<file path="config.mk">
export PLATFORM = sky130hd
export DESIGN_NAME = tick_blinker_flat
export DESIGN_NICKNAME = d
export VERILOG_FILES = /design/src/rtl/tick_blinker_if.sv /design/src/rtl/tick_blinker.sv /design/src/flat_wrapper.sv
export SDC_FILE = /design/constraint.sdc
export NUM_CORES = 1
export LEC_CHECK = 0
export BUFFER_PORTS_ARGS = -buffer_cell sky130_fd_sc_hd__buf_2
export CORE_ASPECT_RATIO = 0.6
export CORE_MARGIN = 5
export CORE_UTILIZATION = 56
export CTS_CLUSTER_SIZE = 20
export DETAILED_ROUTE_END_ITERATION = 12
export PLACE_DENSITY = 0.81
export SYNTH_ARGS = -nofsm -noshare
export SYNTH_HDL_FRONTEND = slang
export SYNTH_SLANG_ARGS = --single-unit
</file>
<file path="constraint.sdc">
create_clock -name clk -period 3 [get_ports clk]
set_clock_uncertainty 0.2 [all_clocks]
set_input_delay 0.75 -clock clk [delete_from_list [all_inputs] [get_ports clk]]
set_output_delay 0.75 -clock clk [all_outputs]
set_load 0.02 [all_outputs]
</file>
<file path="src/rtl/tick_blinker_if.sv">
// Bundle of the tick input and the blink/status outputs of tick_blinker.
// master drives tick (producer side); slave is the blinker itself.
interface tick_blinker_if #(
    parameter int unsigned CNT_W = 4
) ();
    logic             tick;
    logic             led;
    logic             busy;
    logic [CNT_W-1:0] pending;
    logic             ovf;

    modport master (
        output tick,
        input  led,
        input  busy,
        input  pending,
        input  ovf
    );

    modport slave (
        input  tick,
        output led,
        output busy,
        output pending,
        output ovf
    );
endinterface

</file>
<file path="src/rtl/tick_blinker.sv">
// Turns single-cycle tick events into LED blinks (ON_TICKS on, OFF_TICKS off, in DIV-cycle units),
// queueing ticks in a saturating counter. Define TICK_BLINKER_OVF_EN for the sticky ovf flag.
module tick_blinker #(
    parameter int unsigned DIV       = 500000,
    parameter int unsigned ON_TICKS  = 25,
    parameter int unsigned OFF_TICKS = 25,
    parameter int unsigned CNT_W     = 4
) (
    input logic           clk,
    input logic           rst,
    tick_blinker_if.slave io_blk
);

    typedef enum logic [1:0] {
        StIdle,
        StOn,
        StOff
    } state_e;

    localparam logic [31:0] DivLast = 32'(DIV - 1);
    localparam logic [15:0] OnLast  = 16'(ON_TICKS - 1);
    localparam logic [15:0] OffLast = 16'(OFF_TICKS - 1);

    state_e           r_state;
    state_e           w_state_d;
    logic [31:0]      r_presc;
    logic [31:0]      w_presc_d;
    logic [15:0]      r_phase;
    logic [15:0]      w_phase_d;
    logic [CNT_W-1:0] r_pending;
    logic [CNT_W-1:0] w_pending_d;

    logic w_strobe;
    logic w_on_done;
    logic w_off_done;
    logic w_deq;
    logic w_full;
    logic w_trans;

    assign w_strobe   = (r_state != StIdle) && (r_presc == DivLast);
    assign w_on_done  = w_strobe && (r_phase == OnLast);
    assign w_off_done = w_strobe && (r_phase == OffLast);
    assign w_full     = &r_pending;

    // Next state and dequeue decision
    always_comb begin
        w_state_d = r_state;
        w_deq     = 1'b0;
        unique case (r_state)
            StIdle: begin
                if (r_pending != '0) begin
                    w_state_d = StOn;
                    w_deq     = 1'b1;
                end
            end
            StOn: begin
                if (w_on_done) begin
                    w_state_d = StOff;
                end
            end
            StOff: begin
                if (w_off_done) begin
                    if (r_pending != '0) begin
                        w_state_d = StOn;
                        w_deq     = 1'b1;
                    end else begin
                        w_state_d = StIdle;
                    end
                end
            end
            default: begin
                w_state_d = StIdle;
            end
        endcase
    end

    assign w_trans = (w_state_d != r_state);

    // Prescaler and phase restart on every state change and rest at 0 in IDLE
    always_comb begin
        w_presc_d = r_presc;
        w_phase_d = r_phase;
        if (w_trans || (w_state_d == StIdle)) begin
            w_presc_d = '0;
            w_phase_d = '0;
        end else if (w_strobe) begin
            w_presc_d = '0;
            w_phase_d = r_phase + 16'd1;
        end else begin
            w_presc_d = r_presc + 32'd1;
        end
    end

    always_comb begin
        w_pending_d = r_pending;
        unique case ({io_blk.tick, w_deq})
            2'b10:   w_pending_d = w_full ? r_pending : r_pending + CNT_W'(1);
            2'b01:   w_pending_d = r_pending - CNT_W'(1);
            default: w_pending_d = r_pending;
        endcase
    end

    always_ff @(posedge clk or posedge rst) begin
        if (rst) begin
            r_state   <= StIdle;
            r_presc   <= '0;
            r_phase   <= '0;
            r_pending <= '0;
        end else begin
            r_state   <= w_state_d;
            r_presc   <= w_presc_d;
            r_phase   <= w_phase_d;
            r_pending <= w_pending_d;
        end
    end

`ifdef TICK_BLINKER_OVF_EN
    logic r_ovf;
    logic w_drop;

    assign w_drop = io_blk.tick && !w_deq && w_full;

    always_ff @(posedge clk or posedge rst) begin
        if (rst) begin
            r_ovf <= 1'b0;
        end else if (w_drop) begin
            r_ovf <= 1'b1;
        end
    end

    assign io_blk.ovf = r_ovf;
`else
    assign io_blk.ovf = 1'b0;
`endif

    assign io_blk.led     = (r_state == StOn);
    assign io_blk.busy    = (r_state != StIdle) || (r_pending != '0);
    assign io_blk.pending = r_pending;

endmodule

</file>
<file path="src/flat_wrapper.sv">
// flat-port wrapper written by rule: the top's interface ports become plain ports
module tick_blinker_flat 
#(
    parameter int unsigned DIV       = 500000,
    parameter int unsigned ON_TICKS  = 25,
    parameter int unsigned OFF_TICKS = 25,
    parameter int unsigned CNT_W     = 4
)
  (clk, rst, io_blk_tick, io_blk_led, io_blk_busy, io_blk_pending, io_blk_ovf);
  tick_blinker_if #(.CNT_W(CNT_W)) io_blk_i ();
  input logic clk;
  input logic rst;
  input wire logic [$bits(io_blk_i.tick)-1:0] io_blk_tick;
  output wire logic [$bits(io_blk_i.led)-1:0] io_blk_led;
  output wire logic [$bits(io_blk_i.busy)-1:0] io_blk_busy;
  output wire logic [$bits(io_blk_i.pending)-1:0] io_blk_pending;
  output wire logic [$bits(io_blk_i.ovf)-1:0] io_blk_ovf;
  assign io_blk_i.tick = io_blk_tick;
  assign io_blk_led = io_blk_i.led;
  assign io_blk_busy = io_blk_i.busy;
  assign io_blk_pending = io_blk_i.pending;
  assign io_blk_ovf = io_blk_i.ovf;
  tick_blinker #(.DIV(DIV), .ON_TICKS(ON_TICKS), .OFF_TICKS(OFF_TICKS), .CNT_W(CNT_W)) u_core (.clk(clk), .rst(rst), .io_blk(io_blk_i));
endmodule
</file>
### Yosys cells after proc, flatten, opt, wreduce, memory -nomap -nowiden

Index checks and enable logic that the tools add are counted.
W data, S select, Z words.

| word-level totals | value |
|---|---|
| flip-flop bits (word level) | 54 |
| bits of input ports | 3 |
| output and inout port bits | 7 |
| logic and storage cells | 42 |

| operators by class | value |
|---|---|
| add/sub/neg operators | 4 |
| equal/unequal tests | 8 |
| mux-type cells | 14 |
| reduce and logical (&&, ||, !) cells | 12 |

Operator list:

| kind | number |
|---|---|
| $mux W32 | 2 |
| $add A32 B1 Y32 const B | 1 |
| $eq A32 B19 Y1 const B | 1 |
| $mux W16 | 2 |
| $add A16 B1 Y16 const B | 1 |
| $eq A16 B5 Y1 const B | 1 |
| $pmux W4 S2 | 1 |
| $mux W2 | 3 |
| $pmux W2 S3 | 1 |
| $reduce_bool A2 Y1 | 3 |
| $add A4 B1 Y4 const B | 1 |
| $eq A2 B1 Y1 const B | 2 |
| $eq A2 B2 Y1 const B | 2 |
| $logic_not A2 Y1 | 2 |
| $mux W4 | 1 |
| $reduce_and A4 Y1 | 1 |
| $reduce_bool A4 Y1 | 1 |
| $sub A4 B1 Y4 const B | 1 |
| $mux W1 | 3 |
| $logic_and A1 B1 Y1 | 2 |
| $logic_or A1 B1 Y1 | 2 |
| $ne A2 B2 Y1 | 1 |
| $ne A2 B2 Y1 const B | 1 |
| $pmux W1 S2 | 1 |
| $reduce_and A2 Y1 | 1 |

### Logic depth before layout (Yosys ltp)

Gate-level depths: netlist of the first run.

| logic depth | value |
|---|---|
| depth in word-level cells | 8 |
| gate-level depth with buffers | 13 |
| depth with buffers taken out | 13 |

### Worst setup path before layout of the first run

Ideal clock, no wire load.

| timing path | value |
|---|---|
| path kind | register -> register |
| from | reg u_core.r_presc[19] |
| to | reg u_core.r_pending[2], in the netlist u_core.io_blk.pending[2] |
| setup time | 138 ps |
| data arrival time | 2644 ps |
| required time | 2662 ps |
| setup slack | 18 ps |
| cell stages (with the launch flop) | 12 |
| path buffers | 0 |
| cell sequence | dfrtp_1 > or4_4 > nor3_4 > nand4_4 > a21o_4 > nor2_1 > xnor2_1 > ha_1 > or3_1 > a211oi_1 > a41o_1 > a21oi_1 |

| between the ends | value |
|---|---|
| cells in the longest elaborated chain, start to end | 8 |
| elaborated cells on any way between the ends | 11 |

RTL lines:

| element | line | text |
|---|---|---|
| start: declaration | tick_blinker.sv:26 | `logic [31:0] r_presc;` |
| start signal: assignment | tick_blinker.sv:111 | `r_presc <= w_presc_d;` |
| $eq A32 B19 Y1 * | tick_blinker.sv:40 | `assign w_strobe = (r_state != StIdle) && (r_presc == DivLast);` |
| $logic_and A1 B1 Y1 * | tick_blinker.sv:40 |  |
| $logic_and A1 B1 Y1 * | tick_blinker.sv:42 | `assign w_off_done = w_strobe && (r_phase == OffLast);` |
| $mux W1 * | tick_blinker.sv:62 | `if (w_off_done) begin` |
| $pmux W1 S2 * | tick_blinker.sv:49 | `unique case (r_state)` |
| $eq A2 B2 Y1 / $eq A2 B1 Y1 (equally long branches) | tick_blinker.sv:96 | `unique case ({io_blk.tick, w_deq})` |
| $ne A2 B2 Y1 (no source line) / $reduce_bool A2 Y1 (equally long branches) | n/a |  |
| $reduce_and A2 Y1 (no source line) | n/a |  |
| end signal: assignment | tick_blinker.sv:113 | `r_pending <= w_pending_d;` |
| end: declaration | tick_blinker.sv:30 | `logic [CNT_W-1:0] r_pending;` |

Every way passes the cells marked *; elsewhere a longest branch is shown, timed or not.
A chain may end at the register's enable or synchronous reset.

### Worst setup path after layout of the first run

| timing path | value |
|---|---|
| from | reg u_core.r_presc[20] |
| to | reg u_core.r_pending[2], in the netlist u_core.io_blk.pending[2] |

The elaborated chain is that of the path after synthesis.

==> flow_summary.ini, run 1 <==
[placed_design]
globalplace.congestion = 0.925
hpwl_um = 4840
postPlaceCellArea_mm2 = 0.00329
place_inst = 397
io_buffers = 8
dp_slack_ps = -10.7

[power_and_ir_drop]
leakage_nw = 1.53
p_total_mw = 1.62
pwr_density_cell_mw_per_mm2 = 470
ir_drop_mv = 0.363

[layout]
fill_cells = 402
fin_cells = 409
ff_latch_area_mm2 = 0.00135
layout-drive-gt1-share = 0.207
final_common_cell = dfrtp_1
fin_util = 0.670
final_cell_mix = dfrtp_1 (54), nor2_1 (50), xor2_1 (28)
fin_area_mm2 = 0.00345
final_nets = 349
multiInputGateArea_mm2 = 0.00163
antenna_cells = 0
syn2layout_area_growth_pct = 13.7

[clock_network]
cts_buffers = 5
cts_tree = yes
clock_sinks = 54
clock_latency_ps = 300
path_clk_slew_ps = 90
htreeDepth = 2
cts_buffer_depth = 2
clockRootBuffer = clkbuf_8

[timing]
max-slew-margin-rel = 0.579
setup_ws_ps = 4.82
finalHoldViolations = 0
worst-slew-pin-transition_ps = 631
fmaxAchievable_mhz = 334
rsz0062_at_grt = yes
drv_slew = 0
fin_setup_tns_ps = 0
holdWs_ps = 324
setup_violations = 0
period_share = 0.998
fin_crit_ps = 3000

[worst_setup_path]
crit_buf_inv = 0
end_kind = flop
critPathArrivalTime_ps = 2980
start_kind = flop
ff2ff_setup_slack_ps = 5
worstPathCellList = or4_4, nor3_4, nand4_4, a21o_4, nor2_4, xnor2_1, ha_2, or3_4, a211oi_4, a41o_1, a21oi_2
cpPeakStageDelay_ps = 570
path_class = reg -> reg
cp.required_ps = 2990
cp_slowest_cell = or4_4
cp_max_fo = 4
cp_top_family = simple AND/OR/NAND/NOR gates

[synthesis]
synth_nets = 319
synth_warnings = 0
yosys_most_used_dff = dfrtp_1
postSynthCellCount = 312
ys_seq_area_frac = 0.445
postSynth.asyncResetShare = 1.00
synth_top_area_share = 0.445
syn_area_mm2 = 0.00304
synth_largest_area_cell = dfrtp_1
ys_types = 51
ys_ff_latch = 54
synth_area_leaders = dfrtp_1 (44%), xor2_1 (8.1%), nor2_1 (6.3%), xnor2_1 (5.5%), nand3_1 (3.1%)
syn_area_per_cell_um2 = 9.73
synth_edf_count = 0

[routing]
totalWireLength_um = 6730
ant_nets = 0
wl_per_cell_um = 16.4
num_vias = 2419
drtIter0Drc = 218
vias_per_cell = 5.91
drc = 0
drtPass1Iterations = 4

[die]
die_area_mm2 = 0.00704
die_y_um = 67.0
ios = 10
die_w_um = 105
start_util = 0.589
core_mm2 = 0.00515
rows = 20

[global_route]
grt_max_degree = 33
grt_pass1_wl_um = 11700
grt-ovfl-total = 0
grt_pass1_vias = 2306
antenna_found_initial = 0
grt.total_usage = 0.208

[min_path]
hp-class = in -> async

[status]
outcome = completed

[flow_run]
maxCapViolCount = 0
[synthesized netlist by cell type, types with 4 or more instances]
| cell | number |
|---|---|
| nor2_1 | 51 |
| nand3_1 | 19 |
| and3_1 | 9 |
| a21oi_1 | 9 |
| and4_1 | 5 |
| nand2_1 | 23 |
| clkbuf_1 | 7 |
| a211oi_2 | 4 |
| nand4_1 | 12 |
| o21ai_0 | 5 |
| inv_1 | 8 |
| xor2_1 | 28 |
| ha_1 | 4 |
| nor4_1 | 6 |
| dfrtp_1 | 54 |
| xnor2_1 | 19 |
[routing by layer]
layer / track usage / up-vias / share of wire
met4: 0.0335 / 0 / 0.0076
met2: 0.292 / 72 / 0.42
met3: 0.0368 / 6 / 0.069
met5: 0 / - / 0
met1: 0.332 / 1190 / 0.51
li1: - / 1151 / -
[repair_timing]
item / 4_1_cts / 5_1_grt
hold buffers: 0 / 0
buffers inserted: 0 / 4
setup endpoints to repair: 1 / 1
pin swaps: 0 / 6
gates resized for setup: 1 / 8
endpoints found under the hold margin: 0 / 0
[registers in the layout (all words and copies together) (netlist names)]
signal / count
u_core.r_presc: 32
u_core.r_phase: 16
u_core.r_state: 2
u_core.io_blk.pending: 4
[where the power goes]
group          internal (mW)  switching [mW]
clock network          0.187           0.229
registers              0.792          0.0866
logic                  0.148           0.182
total                   1.13           0.497
[cells by family (layout without fill, tap and decap cells)]
kind of cell               after synthesis  in the layout  synth area share
AOI/OAI and AO/OA                       34             34            0.0911
xor gates and xnor gates                47             47             0.136
adders and majority gates                4              4            0.0165
buffers and inverters                   21             52            0.0309
DFF                                     54             54             0.445
muxes                                    2              2           0.00659
other                                    1              1           0.00123
and+or+nand+nor                        149            149             0.273
[path summary, 6_finish.rpt]
| check | from | endpoint | cells after the start |
|---|---|---|---|
| worst max-delay path | u_core.r_presc[20] | u_core.io_blk.pending[2] | 11 |
| worst min-delay path | rst | u_core.r_presc[13] | 2 |
| worst max register to register | u_core.r_presc[20] | u_core.io_blk.pending[2] | 11 |
| worst min register to register | u_core.r_presc[31] | u_core.r_presc[31] | 2 |
| max in group asynchronous | rst | u_core.r_phase[12] | 3 |
| min in group clk | u_core.r_presc[31] | u_core.r_presc[31] | 2 |
[layout make-up]
type                    instances  share of cell area
multi-input cells             237               0.473
flip-flops and latches         54               0.391
repair buffers                 36              0.0761
clock buffers                   7              0.0250
well taps                      66              0.0239
inverters                       8             0.00870
clock inverters                 1             0.00145
Note: power is estimated with default switching activity, not from simulation.
==> run 2: changes to the inputs <==
Settings changed: CORE_UTILIZATION 56 to 35, MAX_ROUTING_LAYER from default to met4, PLACE_DENSITY 0.81 to 0.57.
==> run 2 against run 1 <==
  * Clock power is 59% higher
  * Non-clock buffer count stayed put
  * Setup slack better by 110 ps
  * Largest cell class unchanged
  * Largest power group unchanged
  * Combinational power fell by 7.0%
==> flow_summary.ini, run 2 (same netlist as run 1, synthesis figures left out) <==
[routing]
drc = 0
num_vias = 2327
wl_per_cell_um = 14.9
drtIter0Drc = 217
vias_per_cell = 5.11
drtPass1Iterations = 4
totalWireLength_um = 6790
ant_nets = 0

[die]
die_w_um = 130
die_y_um = 82.2
rows = 26
ios = 10
die_area_mm2 = 0.0107
core_mm2 = 0.00849
start_util = 0.358

[worst_setup_path]
r2r-start = u_core.r_presc[19]
path_class = reg -> reg
critPathArrivalTime_ps = 2860
cp_max_fo = 3
end_kind = flop
cp.required_ps = 2970
start_kind = flop
crit_start = u_core.r_presc[19]

[min_path]
hp-class = in -> async

[clock_network]
clockRootBuffer = clkbuf_16
clock_latency_ps = 290
clock_sinks = 54
path_clk_slew_ps = 70
cts_tree = yes
cts_buffers = 5
cts_buffer_depth = 2
cts-hold-fix-buffers = 0
htreeDepth = 2

[power_and_ir_drop]
internal_power_mw = 1.32
pwr_density_cell_mw_per_mm2 = 518
leakage_nw = 1.57
ir_drop_mv = 0.222
pwr-share-seq = 0.477
p_switching_mw = 0.522
p_total_mw = 1.85
pwr-share-clk = 0.357
switching_share = 0.283
power_frac_comb = 0.166

[placed_design]
place_inst = 447
globalplace.congestion = 0.818
io_buffers = 8
postPlaceCellArea_mm2 = 0.00336
hpwl_um = 4900

[timing]
max-slew-margin-rel = 0.615
worst-slew-pin-transition_ps = 573
finalHoldViolations = 0
drv_slew = 0
fmaxAchievable_mhz = 347
fin_setup_tns_ps = 0
holdWs_ps = 301
setup_violations = 0
period_share = 0.961
fin_crit_ps = 2880

[layout]
layout-drive-gt1-share = 0.210
syn2layout_area_growth_pct = 17.5
largest-register = u_core.r_presc
fin_area_mm2 = 0.00357
final_cell_mix = dfrtp_1 (54), nor2_1 (51), xor2_1 (28), buf_4 (28), nand2_1 (23)
largest_reg_flops = 32
final_nets = 349
fin_cells = 455
final_common_cell = dfrtp_1
antenna_cells = 0

[global_route]
grt.total_usage = 0.143
grt_max_degree = 33
grt_pass1_vias = 2324
antenna_found_initial = 0
grt_pass1_wl_um = 11600
grt-ovfl-total = 0

[flow_run]
maxCapViolCount = 0

[status]
outcome = completed
-- run 2: layout make-up --
type | count | area, um^2
clock inverter | 2 | 37.5
sequential | 54 | 1350
timing repair buffer | 36 | 250
clock buffer | 6 | 129
fill | 806 | 4920
multi-input combinational | 237 | 1630
tap | 112 | 140
inverter | 8 | 30.0
-- run 2: critical path: stages (launching register included) --
cell	delay [ps]
dfrtp_1	380
or4_4	560
nor3_4	160
nand4_4	120
a21o_4	240
nor2_1	110
xnor2_1	80
ha_1	200
or3_1	330
a211oi_2	200
a41o_1	120
a21oi_1	60
-- run 2: layer usage --
layer  track usage  wire length, um
met3        0.0360              259
met4        0.0415               54
met5             -                0
met2         0.183             2610
met1         0.218             3870
-- run 2: final timing paths --
| check | endpoint | slack [ps] | cells after the start |
|---|---|---|---|
| max | u_core.io_blk.pending[2] | 120 | 11 |
| min | u_core.r_presc[2] | 300 | 2 |
| max reg2reg | u_core.io_blk.pending[2] | 120 | 11 |
| min reg2reg | u_core.r_phase[15] | 350 | 2 |
| max in group asynchronous | u_core.r_presc[30] | 1660 | 3 |
| min in group clk | u_core.r_phase[15] | 350 | 2 |
-- run 2: per-stage QoR --
stage,setup slack [ps],util
floorplan,17.8,-
global placement,46.0,0.396
detailed placement,-20.7,0.396
CTS,61.3,0.417
global route,-13.9,0.420
finish,118,0.420
-- run 2: repair_timing --
item	in CTS	in global routing
gates resized for setup	2	7
endpoints found under the hold margin	0	0
buffers inserted	0	0
setup endpoints to repair	1	1
-- run 2: power groups by stage --
stage / sequential, mW / combinational, mW / clock (mW)
after floorplan: 0.906 / 0.160 / 0
after global placement: 0.890 / 0.295 / 0
after detailed placement: 0.892 / 0.297 / 0
after CTS: 0.878 / 0.300 / 0.679
after global routing: 0.893 / 0.345 / 0.708
final: 0.881 / 0.306 / 0.660
